$ cat config.mk
export PLATFORM = sky130hd
export DESIGN_NAME = vectored_int_sched_flat
export DESIGN_NICKNAME = d
export VERILOG_FILES = /design/src/rtl/vectored_int_sched_if.sv /design/src/rtl/vectored_int_sched.sv /design/src/flat_wrapper.sv
export SDC_FILE = /design/constraint.sdc
export NUM_CORES = 1
export LEC_CHECK = 0
export BUFFER_PORTS_ARGS = -buffer_cell sky130_fd_sc_hd__buf_4
export CAP_MARGIN = 30
export CORE_UTILIZATION = 40
export DETAILED_ROUTE_END_ITERATION = 10
export PLACE_DENSITY = 0.7
export SETUP_SLACK_MARGIN = 0.15
export SLEW_MARGIN = 40
export SYNTH_ARGS = -nofsm -noshare
export SYNTH_HDL_FRONTEND = slang
export SYNTH_SLANG_ARGS = --single-unit
$ cat constraint.sdc
create_clock -name clk -period 2.4 [get_ports clk]
set_clock_uncertainty 0.2 [all_clocks]
set_input_delay 0.12 -clock clk [delete_from_list [all_inputs] [get_ports clk]]
set_output_delay 0.12 -clock clk [all_outputs]
set_load 0.01 [all_outputs]
$ cat src/rtl/vectored_int_sched_if.sv
// Signal bundle between the accelerator done flags, the scheduler and the CPU
// interrupt port.
interface vectored_int_sched_if;
    logic        done1;
    logic        done2;
    logic        done3;
    logic        done4;
    logic [3:0]  int_mask;
    logic        int_ack;
    logic        int_eoi;
    logic        int_req;
    logic [31:0] int_addr;
    logic [1:0]  cur_id;
    logic        in_service;
    logic [3:0]  pending;

    modport master (
        output done1, done2, done3, done4, int_mask, int_ack, int_eoi,
        input  int_req, int_addr, cur_id, in_service, pending
    );

    modport slave (
        input  done1, done2, done3, done4, int_mask, int_ack, int_eoi,
        output int_req, int_addr, cur_id, in_service, pending
    );
endinterface

$ cat src/rtl/vectored_int_sched.sv
// Round-robin vectored interrupt scheduler: latches done rising edges into
// pending bits and hands one source at a time to the CPU via ack/EOI.
module vectored_int_sched #(
    parameter logic [31:0] VEC_BASE   = 32'h0000_0004,
    parameter logic [31:0] VEC_STRIDE = 32'h0000_0001
) (
    input logic                  clk,
    input logic                  rst_n,
    vectored_int_sched_if.slave  bus
);

    typedef enum logic [1:0] {IDLE, REQ, SERVICE} state_t;

    state_t      state_q, state_d;
    logic [3:0]  done_q, done_d;
    logic [3:0]  pending_q, pending_d;
    logic [1:0]  ptr_q, ptr_d;
    logic [1:0]  cur_id_q, cur_id_d;
    logic        int_req_q, int_req_d;
    logic        in_service_q, in_service_d;
    logic [31:0] int_addr_q, int_addr_d;

    logic [3:0]  done_now;
    logic [3:0]  rise;
    logic [3:0]  clr;
    logic [2:0]  pick;

    function automatic logic [31:0] vec_addr(input logic [1:0] id);
        return VEC_BASE + ({30'd0, id} * VEC_STRIDE);
    endfunction

    // Returns {found, index}; search starts at ptr and wraps modulo 4.
    function automatic logic [2:0] rr_pick(input logic [3:0] elig, input logic [1:0] ptr);
        logic       found;
        logic [1:0] idx;
        logic [1:0] win;
        found = 1'b0;
        win   = 2'd0;
        for (int i = 0; i < 4; i++) begin
            idx = ptr + 2'(i);
            if (!found && elig[idx]) begin
                found = 1'b1;
                win   = idx;
            end
        end
        return {found, win};
    endfunction

    assign done_now = {bus.done4, bus.done3, bus.done2, bus.done1};
    assign rise     = done_now & ~done_q;
    assign pick     = rr_pick(pending_q & ~bus.int_mask, ptr_q);

    always_comb begin
        state_d      = state_q;
        done_d       = done_now;
        ptr_d        = ptr_q;
        cur_id_d     = cur_id_q;
        int_req_d    = int_req_q;
        in_service_d = in_service_q;
        int_addr_d   = int_addr_q;
        clr          = 4'b0000;

        case (state_q)
            IDLE: begin
                if (pick[2]) begin
                    cur_id_d   = pick[1:0];
                    int_addr_d = vec_addr(pick[1:0]);
                    int_req_d  = 1'b1;
                    state_d    = REQ;
                end
            end
            REQ: begin
                // Ack wins over a simultaneous EOI; EOI is only meaningful in SERVICE.
                if (bus.int_ack) begin
                    clr          = 4'b0001 << cur_id_q;
                    int_req_d    = 1'b0;
                    in_service_d = 1'b1;
                    state_d      = SERVICE;
                end
            end
            SERVICE: begin
                if (bus.int_eoi) begin
                    ptr_d        = cur_id_q + 2'd1;
                    in_service_d = 1'b0;
                    int_addr_d   = 32'h0;
                    state_d      = IDLE;
                end
            end
            default: begin
                state_d      = IDLE;
                int_req_d    = 1'b0;
                in_service_d = 1'b0;
                int_addr_d   = 32'h0;
            end
        endcase

        // A new edge on the bit being cleared keeps it pending.
        pending_d = (pending_q & ~clr) | rise;
    end

    always_ff @(posedge clk) begin
        if (!rst_n) begin
            state_q      <= IDLE;
            done_q       <= 4'b0000;
            pending_q    <= 4'b0000;
            ptr_q        <= 2'd0;
            cur_id_q     <= 2'd0;
            int_req_q    <= 1'b0;
            in_service_q <= 1'b0;
            int_addr_q   <= 32'h0;
        end else begin
            state_q      <= state_d;
            done_q       <= done_d;
            pending_q    <= pending_d;
            ptr_q        <= ptr_d;
            cur_id_q     <= cur_id_d;
            int_req_q    <= int_req_d;
            in_service_q <= in_service_d;
            int_addr_q   <= int_addr_d;
        end
    end

    assign bus.int_req    = int_req_q;
    assign bus.int_addr   = int_addr_q;
    assign bus.cur_id     = cur_id_q;
    assign bus.in_service = in_service_q;
    assign bus.pending    = pending_q;

endmodule

$ cat src/flat_wrapper.sv
// flat-port wrapper written by rule: the top's interface ports become plain ports
module vectored_int_sched_flat 
#(
    parameter logic [31:0] VEC_BASE   = 32'h0000_0004,
    parameter logic [31:0] VEC_STRIDE = 32'h0000_0001
)
  (clk, rst_n, bus_done1, bus_done2, bus_done3, bus_done4, bus_int_mask, bus_int_ack, bus_int_eoi, bus_int_req, bus_int_addr, bus_cur_id, bus_in_service, bus_pending);
  vectored_int_sched_if bus_i ();
  input logic clk;
  input logic rst_n;
  input wire logic [$bits(bus_i.done1)-1:0] bus_done1;
  input wire logic [$bits(bus_i.done2)-1:0] bus_done2;
  input wire logic [$bits(bus_i.done3)-1:0] bus_done3;
  input wire logic [$bits(bus_i.done4)-1:0] bus_done4;
  input wire logic [$bits(bus_i.int_mask)-1:0] bus_int_mask;
  input wire logic [$bits(bus_i.int_ack)-1:0] bus_int_ack;
  input wire logic [$bits(bus_i.int_eoi)-1:0] bus_int_eoi;
  output wire logic [$bits(bus_i.int_req)-1:0] bus_int_req;
  output wire logic [$bits(bus_i.int_addr)-1:0] bus_int_addr;
  output wire logic [$bits(bus_i.cur_id)-1:0] bus_cur_id;
  output wire logic [$bits(bus_i.in_service)-1:0] bus_in_service;
  output wire logic [$bits(bus_i.pending)-1:0] bus_pending;
  assign bus_i.done1 = bus_done1;
  assign bus_i.done2 = bus_done2;
  assign bus_i.done3 = bus_done3;
  assign bus_i.done4 = bus_done4;
  assign bus_i.int_mask = bus_int_mask;
  assign bus_i.int_ack = bus_int_ack;
  assign bus_i.int_eoi = bus_int_eoi;
  assign bus_int_req = bus_i.int_req;
  assign bus_int_addr = bus_i.int_addr;
  assign bus_cur_id = bus_i.cur_id;
  assign bus_in_service = bus_i.in_service;
  assign bus_pending = bus_i.pending;
  vectored_int_sched #(.VEC_BASE(VEC_BASE), .VEC_STRIDE(VEC_STRIDE)) u_core (.clk(clk), .rst_n(rst_n), .bus(bus_i));
endmodule
==> results of run 1 <==
-- flip-flops by register name (all words and copies together), names as in the netlist --
| name | cells |
|---|---|
| u_core.ptr_q | 2 |
| u_core.bus.int_addr | 3 |
| u_core.bus.int_req | 1 |
| u_core.state_q | 2 |
| u_core.bus.pending | 4 |
| u_core.done_q | 4 |
| u_core.bus.cur_id | 2 |
| u_core.bus.in_service | 1 |
-- how the worst max path moves through the flow --
stage / start / endpoint / slack, ns
4_1_cts: u_core.bus.pending[3] / u_core.bus.cur_id[1] / 0.86
6_report: rst_n / u_core.done_q[0] / 0.84
3_3_place_gp: u_core.state_q[0] / u_core.bus.pending[3] / 0.89
5_1_grt: u_core.bus.pending[3] / u_core.bus.int_addr[1] / 0.69
3_5_place_dp: u_core.state_q[0] / u_core.bus.pending[2] / 0.88
2_1_floorplan: u_core.bus.pending[3] / u_core.bus.cur_id[1] / 0.89
-- metrics by stage --
step / power (uW) / instance area [um2] / hold slack (ns) / utilization (%)
floorplan: 504.4 / 1224 / 0.02038 / -
global placement: 525.8 / 1200 / 0.1286 / 46.73
detailed placement: 527.9 / 1200 / 0.1318 / 46.73
CTS: 705.4 / 1336 / 0.06852 / 52.05
global route: 750.6 / 1336 / 0.07592 / 52.05
finish: 698.3 / 1336 / 0.08026 / 52.05
-- worst max-delay path: stages --
cell and delay (ns):
dlygate4sd3_1 0.53, buf_4 0.18, and2_1 0.16, dlygate4sd3_1 0.55
-- where the power goes --
group / switching (uW) / internal [uW]
clock network: 98.5 / 64.9
logic: 85.2 / 86.5
registers: 23.6 / 340
-- per-layer routing --
layer / vias to the layer above / track usage (%)
met3: 8 / 3.611
met1: 371 / 19.37
li1: 415 / -
met4: 0 / 11.11
met5: - / 0
met2: 34 / 23.69
-- cell families (layout without fill, tap and decap cells) --
group,count (synthesis),count (layout),synth area share [%]
AOI/OAI and AO/OA,28,28,18.79
adders and majority gates,4,4,4.474
buffers and inverters,36,42,21.92
DFF,19,19,34.00
muxes,1,1,0.8949
other,1,29,0.3352
and+or+nand+nor,31,31,19.57
-- area by class of cell --
class	instances	area (um2)	share of cell area, %
Timing Repair Buffer	33	275.3	20.60
Inverter	5	18.77	1.404
Sequential cell	19	380.4	28.46
Tap cell	30	37.54	2.809
Multi-Input combinational cell	93	598.1	44.76
Clock buffer	4	26.28	1.966
-- cells in the mapped netlist (all sizes together) --
cell / n / area [um2]
o21bai: 1 / 7.510
o21ai: 4 / 20.02
nand2b: 2 / 12.51
o22ai: 2 / 12.51
nor3: 1 / 5.000
o21a: 5 / 37.54
a31o: 1 / 8.760
nor2: 6 / 22.52
a211oi: 1 / 7.510
dfxtp: 19 / 380.4
ha: 4 / 50.05
buf: 30 / 222.7
and3: 1 / 6.260
o311ai: 2 / 17.52
inv: 5 / 18.76
and2: 4 / 25.02
mux2i: 1 / 10.01
a21boi: 4 / 30.03
or3: 2 / 17.52
nand2: 4 / 15.01
a2111oi: 2 / 30.03
nor2b: 9 / 81.33
a21oi: 3 / 15.01
conb: 1 / 3.750
o2bb2ai: 1 / 8.760
o31ai: 1 / 7.510
nor3b: 1 / 12.51
nor4: 1 / 21.27
a21o: 1 / 7.510
clkbuf: 1 / 3.750
==> metrics.md, run 1 <==
| Metric | Value |
|---|---|
| Crit path required time | `2.40 ns` |
| Post-CTS Setup Repair Bufs | `0` |
| Leak Pwr | `0.0006010 uW` |
| Period minus WS final | `1.560 ns` |
| Worst slack, placed | `0.8757 ns` |
| Synth cell types | `37` |
| Met3 wire length | `100 um` |
| Met2 WL | `928 um` |
| Nets@finish | `171` |
| # rows | `18` |
| Routed len/inst | `10.48 um` |
| Max-slew violation count | `0` |
| Wl on met1 | `841 um` |
| GP Congestion | `0.8446` |
| Total number of vias | `828` |
| Reg-to-reg critical path startpoint | `u_core.state_q[0]` |
| Worst Path Arrival | `1.56 ns` |
| Area Growth Syn to Fin | `19.46%` |
| Maximum clock path buffer count | `2` |
| Sink Count | `19` |
| Overflow after GRT | `0` |
| Overall Global Routing Usage | `15.71%` |
| H-tree Lvls | `1` |
| Fraction of layout cells with a size suffix above 1 | `22.73%` |
| WS Path Type | `input port to flop` |
| Num CTS Buffers | `3` |
| Drt drc | `0` |
| Max Used Layer | `met4` |
| Global-route wire length before repair | `3.236 mm` |
| Pwr Density | `522.6 nW/um2` |
| CTS tree | `built` |
| Worst Hold End | `u_core.bus.cur_id[0]` |
| Syn Area/Cell | `9.321 um2` |
| Commonest cells after routing, fill and taps aside | `conb_1, buf_4, dfxtp_1, dlygate4sd3_1, nor2_1` |
| # placed instances | `169` |
| Peak VDD IR | `0.0003007 V` |
| # diodes | `0` |
| Clock Latency Late Sink | `0.30 ns` |
| Crit path launch type | `input port` |
| Yosys reg bits | `19` |
| Synth Warn # | `0` |
| Hold Path Origin | `bus_int_mask[1]` |
| Initial DRC count | `5` |
| Unrepaired setup endpoints after global routing | `no` |
| Layout Cells excl Fill | `184` |
| Total wire length | `1.929 mm` |
| Sequential share of the synthesized area | `34.00%` |
| Worst reg2reg setup slack | `0.86 ns` |
| Initial core utilization | `43.57%` |
| Die Y | `54.88 um` |
| IO Count | `52` |
| Fmax | `0.6412 GHz` |
| Fin worst setup slack | `0.8404 ns` |
| CP Capture Type | `flop` |
| Die area | `3012 um2` |
| Clk pin slew, worst setup/hold paths | `0.10 ns` |
| CP max FO | `14` |
| Max-cap viol count | `0` |
| Final Hold Fails | `0` |
| Result of the run | `finished clean` |
| Port bufs | `22` |
| Largest net degree at the start of global routing | `15` |
| Tcrit/Tclk final | `64.98%` |
| Commonest non-fill, non-tap cell in the layout | `conb_1` |
| Hold crit path type | `input port to flop` |
| # hold bufs at CTS | `11` |
| Setup TNS | `0 ns` |
| Detailed-router iteration count before antenna repair | `4` |
| Die W | `54.88 um` |
| CORE AREA | `2567 um2` |
| Final Setup Violations | `0` |
| Antenna violations before repair | `0` |
| Hold depth | `4` |
| Vias per cell | `4.500` |
| CTS Root Cell | `clkbuf_4` |
| R2R depth | `3` |
| ANT nets after route | `0` |
| Crit Reg-Reg Endpoint | `u_core.bus.pending[2]` |
| # resized after CTS | `0` |
| Filler cells | `249` |
| Mapped cell area | `1119 um2` |
| Gate Count Post-Synth | `120` |
| Post-DP HPWL | `1.429 mm` |
| Number of global-route vias before repair | `708` |
No activity file was read; power rests on OpenSTA's default activity.
==> run 2: changes to the inputs <==
==> constraint.sdc (replaced) <==
create_clock -name clk -period 1.6 [get_ports clk]
set_clock_uncertainty 0.2 [all_clocks]
set_input_delay 0.08 -clock clk [delete_from_list [all_inputs] [get_ports clk]]
set_output_delay 0.08 -clock clk [all_outputs]
set_load 0.01 [all_outputs]
==> metrics.md, run 2 (synthesis results as in run 1) <==
| Metric | Value |
|---|---|
| Worst Path Arrival | `1.50 ns (-0.06 ns)` |
| Result of the run | `finished clean` |
| GP Congestion | `0.8086 (-4.3%)` |
| Crit path launch type | `flop` |
| Overflow after GRT | `0 (unchanged)` |
| Initial core utilization | `43.57% (unchanged)` |
| Total number of vias | `884 (+6.8%)` |
| Global-route wire length before repair | `3.381 mm (+4.5%)` |
| Number of global-route vias before repair | `780 (+10%)` |
| Hold crit path type | `input port to flop` |
| Clk pin slew, worst setup/hold paths | `0.11 ns (about the same)` |
| Leak Pwr | `0.0006614 uW (+10%)` |
| Overall Global Routing Usage | `16.48% (+0.77 points)` |
| Final hold slack | `0.04252 ns (-0.03774 ns)` |
| Nets@finish | `179 (+4.7%)` |
| Setup TNS | `0 ns (unchanged)` |
| Antenna violations before repair | `0 (unchanged)` |
| Die Y | `54.88 um (unchanged)` |
| Initial DRC count | `16 (+11)` |
| IO Count | `52 (unchanged)` |
| Maximum clock path buffer count | `2 (unchanged)` |
| CTS Root Cell | `clkbuf_4` |
| CP Capture Type | `flop` |
| Die area | `3012 um2 (unchanged)` |
| Max-cap viol count | `0 (unchanged)` |
| Num CTS Buffers | `3 (unchanged)` |
| Pwr Density | `759.4 nW/um2 (+45%)` |
| Sink Count | `19 (unchanged)` |
| Largest net degree at the start of global routing | `12 (-3)` |
| Post-DP HPWL | `1.510 mm (+5.6%)` |
| Commonest cells after routing, fill and taps aside | `conb_1, buf_4, dfxtp_1, dlygate4sd3_1, nor2_1` |
| Final Hold Fails | `0 (unchanged)` |
| CP max FO | `4 (-10)` |
| # rows | `18 (unchanged)` |
| # placed instances | `171 (+1.2%)` |
| Total wire length | `2.279 mm (+18%)` |
| Area Growth Syn to Fin | `30.20%` |
| ANT nets after route | `0 (unchanged)` |
| Fraction of layout cells with a size suffix above 1 | `33.33% (+11 points)` |
| Fmax | `0.6606 GHz` |
| CTS tree | `built` |
| Peak VDD IR | `0.0004034 V (+34%)` |
| # diodes | `0 (unchanged)` |
| Routed len/inst | `11.87 um (+13%)` |
| CORE AREA | `2567 um2 (unchanged)` |
| Unrepaired setup endpoints after global routing | `yes` |
| Clock Latency Late Sink | `0.31 ns (about the same)` |
| Period minus WS final | `1.514 ns` |
| H-tree Lvls | `1 (unchanged)` |
| Drt drc | `0 (unchanged)` |
| Die W | `54.88 um (unchanged)` |
| Vias per cell | `4.604 (+2.3%)` |
| Max-slew violation count | `0 (unchanged)` |
| Tcrit/Tclk final | `94.61%` |
| Crit path required time | `1.59 ns (-0.81 ns)` |
| Layout Cells excl Fill | `192 (+4.3%)` |
| Final Setup Violations | `0 (unchanged)` |
| Detailed-router iteration count before antenna repair | `4 (unchanged)` |
| Port bufs | `22 (unchanged)` |
| WS Path Type | `flop to flop` |
run 2: timing repair:
action                     in CTS  in global routing
gates resized for setup         2                  7
hold endpoints to repair       16                  0
buffers inserted                4                  1
pin swaps                       2                  6
setup endpoints to repair       2                 13
hold buffers                   12                  0
run 2: critical path, cell delays in order (launching register included):
cell and delay (ns):
dfxtp_2 0.34, nor2b_4 0.14, buf_4 0.13, buf_4 0.13, o21a_1 0.10, o2bb2ai_1 0.23, o22ai_2 0.12
run 2: per-layer routing:
metal	share of wire [%]	global-route usage (%)	vias to the layer above
met1	45	20.47	412
met4	2.5	11.54	0
met5	0	0	-
li1	-	-	433
met3	3.9	2.500	5
met2	49	25.70	34
run 2: stage by stage:
step / total power (uW) / instance area (um2) / setup slack, ns / utilization [%]
finish: 1106 / 1456 / 0.08631 / 56.73
detailed placement: 803.6 / 1225 / 0.1231 / 47.71
global placement: 798.8 / 1225 / 0.1576 / 47.71
floorplan: 759.9 / 1234 / 0.1522 / -
CTS: 1091 / 1423 / 0.1250 / 55.41
global route: 1176 / 1456 / 0.05536 / 56.73
run 2: area by class of cell:
cell class / instances / area (um2)
Multi-Input combinational cell: 93 / 648.1
Tap cell: 30 / 37.54
Clock inverter: 1 / 5.005
Fill cell: 232 / 1111
Inverter: 5 / 18.77
Sequential cell: 19 / 386.6
Timing Repair Buffer: 41 / 337.8
Clock buffer: 3 / 22.52
run 2: path summary, 6_finish.rpt:
check                             start  slack, ns  depth (start not counted)                endpoint
hold / removal          bus_int_mask[1]       0.04                          4    u_core.bus.cur_id[0]
setup / recovery  u_core.bus.pending[3]       0.09                          6  u_core.bus.int_addr[0]
hold reg to reg      u_core.bus.int_req       0.27                          2      u_core.bus.int_req
setup reg to reg  u_core.bus.pending[3]       0.09                          6  u_core.bus.int_addr[0]
run 2: report_power, final:
| part | internal, uW | total, uW | switching (uW) |
|---|---|---|---|
| combinational | 160 | 318 | 158 |
| sequential | 512 | 539 | 27.2 |
| clock | 93.4 | 249 | 156 |
| total | 765 | 1110 | 341 |
==> run 3: changes to the inputs <==
--- a/config.mk
+++ b/config.mk
@@ -9,6 +9,7 @@
 export CAP_MARGIN = 30
 export CORE_UTILIZATION = 40
 export DETAILED_ROUTE_END_ITERATION = 10
+export MAX_ROUTING_LAYER = met4
 export PLACE_DENSITY = 0.7
 export SETUP_SLACK_MARGIN = 0.15
 export SLEW_MARGIN = 40
==> metrics.md, run 3 (synthesis results as in run 1) <==
| Metric | Value |
|---|---|
| Crit path to | `u_core.bus.int_addr[0]` |
| P_int | `765.4 uW (about the same)` |
| Final instance area | `1456 um2 (unchanged)` |
| Psw | `340.7 uW (about the same)` |
| Hold crit path type | `input port to flop` |
| Tcrit/Tclk final | `94.67% (about the same)` |
| R2R depth | `6 (unchanged)` |
| Overflow after GRT | `0 (unchanged)` |
| Max-slew violation count | `0 (unchanged)` |
| Comb power frac | `28.8% (about the same)` |
| Clk network pwr share | `22.5% (about the same)` |
| CP max FO | `4 (unchanged)` |
| Nets@finish | `179 (unchanged)` |
| Crit path launch type | `flop` |
| IO Count | `52 (unchanged)` |
| Clk pin slew, worst setup/hold paths | `0.11 ns (about the same)` |
| Total number of vias | `884 (unchanged)` |
| CTS tree | `built` |
| Detailed-router iteration count before antenna repair | `4 (unchanged)` |
| Fraction of layout cells with a size suffix above 1 | `33.33% (unchanged)` |
| Die area | `3012 um2 (unchanged)` |
| Number of global-route vias before repair | `781 (+0.13%)` |
| Crit Reg-Reg Endpoint | `u_core.bus.int_addr[0]` |
| Die Y | `54.88 um (unchanged)` |
| Reg-to-reg critical path startpoint | `u_core.bus.pending[3]` |
| Placed Instance Area | `1225 um2 (unchanged)` |
| Initial core utilization | `43.57% (unchanged)` |
| Period minus WS final | `1.515 ns (+0.001085 ns)` |
| Commonest cells after routing, fill and taps aside | `conb_1, buf_4, dfxtp_1, dlygate4sd3_1, nor2_1` |
| Net Sw Frac | `30.80% (about the same)` |
| Unrepaired setup endpoints after global routing | `yes` |
| CTS Root Cell | `clkbuf_4` |
| Port bufs | `22 (unchanged)` |
| Drt drc | `0 (unchanged)` |
| Final Hold Fails | `0 (unchanged)` |
| GP Congestion | `0.8205 (+1.5%)` |
| # rows | `18 (unchanged)` |
| Pwr Total | `1106 uW (about the same)` |
| Peak VDD IR | `0.0004034 V (about the same)` |
| Worst slack, placed | `0.1231 ns (unchanged)` |
| Overall Global Routing Usage | `16.95% (+0.47 points)` |
| Initial DRC count | `16 (unchanged)` |
| Max-cap viol count | `0 (unchanged)` |
| Num CTS Buffers | `3 (unchanged)` |
| Setup TNS | `0 ns (unchanged)` |
| CORE AREA | `2567 um2 (unchanged)` |
| Result of the run | `finished clean` |
| Worst Path Arrival | `1.50 ns (about the same)` |
| WS Path Type | `flop to flop` |
| Maximum clock path buffer count | `2 (unchanged)` |
| Filler cells | `232 (unchanged)` |
| Crit path required time | `1.59 ns (about the same)` |
| Total wire length | `2.284 mm (+0.22%)` |
| CP Launch Point | `u_core.bus.pending[3]` |
| Worst reg2reg setup slack | `0.09 ns (about the same)` |
| CP Capture Type | `flop` |
| Pwr Density | `759.5 nW/um2 (about the same)` |
| Final Setup Violations | `0 (unchanged)` |
| Final core utilization | `56.73% (unchanged)` |
| Post-DP HPWL | `1.510 mm (unchanged)` |
| Sink Count | `19 (unchanged)` |
| Leak Pwr | `0.0006614 uW (unchanged)` |
| Antenna violations before repair | `0 (unchanged)` |
| Largest net degree at the start of global routing | `12 (unchanged)` |
| # diodes | `0 (unchanged)` |
| ANT nets after route | `0 (unchanged)` |
| Global-route wire length before repair | `3.374 mm (-0.21%)` |
| Routed len/inst | `11.90 um (+0.22%)` |
| Die W | `54.88 um (unchanged)` |
| Area Growth Syn to Fin | `30.20% (unchanged)` |
| Clock Latency Late Sink | `0.31 ns (about the same)` |
| Fin worst setup slack | `0.08522 ns (-0.001085 ns)` |
| Vias per cell | `4.604 (unchanged)` |
| Register share of total power | `48.7% (about the same)` |
| Fmax | `0.6602 GHz (about the same)` |
| H-tree Lvls | `1 (unchanged)` |
==> run 3: cell counts in the layout (fill, tap and decap cells not counted) <==
No cell type changed its count.
==> run 3: per-layer routing <==
layer / wire length (um) / GRT usage (%)
met1: 1025 / 20.47
met2: 1112 / 25.70
met3: 89 / 2.500
met4: 57 / 11.54
met5: 0 / -
==> run 3: worst min path at each step <==
stage,slack (ns),endpoint,cells past startpoint,start
floorplan,-0.02,u_core.state_q[0],1,bus_int_ack
global placement,0.09,u_core.done_q[1],2,bus_done2
detailed placement,0.09,u_core.done_q[0],2,bus_done1
CTS,-0.005,u_core.bus.cur_id[0],4,bus_int_mask[1]
global route,0.02,u_core.bus.cur_id[0],4,bus_int_mask[1]
finish,0.04,u_core.bus.cur_id[0],4,bus_int_mask[1]
==> run 3: area by class of cell <==
cell class              count  area [um2]  area share (%)
clock buffers               3       22.52           1.546
clock inverters             1       5.005          0.3436
inverters                   5       18.77           1.289
multi-input cells          93       648.1           44.50
flip-flops and latches     19       386.6           26.55
well taps                  30       37.54           2.577
repair buffers             41       337.8           23.20
==> run 3: through the flow <==
stage / hold slack, ns / instances
floorplan: -0.01962 / 148
global placement: 0.08801 / 171
detailed placement: 0.09385 / 171
CTS: -0.005318 / 191
global route: 0.02208 / 192
finish: 0.04252 / 192
==> run 3: power by group through the flow <==
stage	registers [uW]	logic (uW)	clock network [uW]
after floorplan	556	204	0
after global routing	544	349	283
after CTS	537	297	257
after detailed placement	550	254	0
after global placement	549	250	0
final	539	318	249
==> run 3: timing repair <==
action,in CTS,in global routing
pin swaps,2,6
resized for setup,2,7
endpoints found under the setup margin,2,13
hold endpoints to repair,16,0
hold buffers,12,0
buffers inserted,4,1
==> run 3: worst max-delay path, cell delays in order (launching register included) <==
cell,delay [ns]
dfxtp_2,0.34
nor2b_4,0.14
buf_4,0.13
buf_4,0.13
o21a_1,0.10
o2bb2ai_1,0.23
o22ai_2,0.13
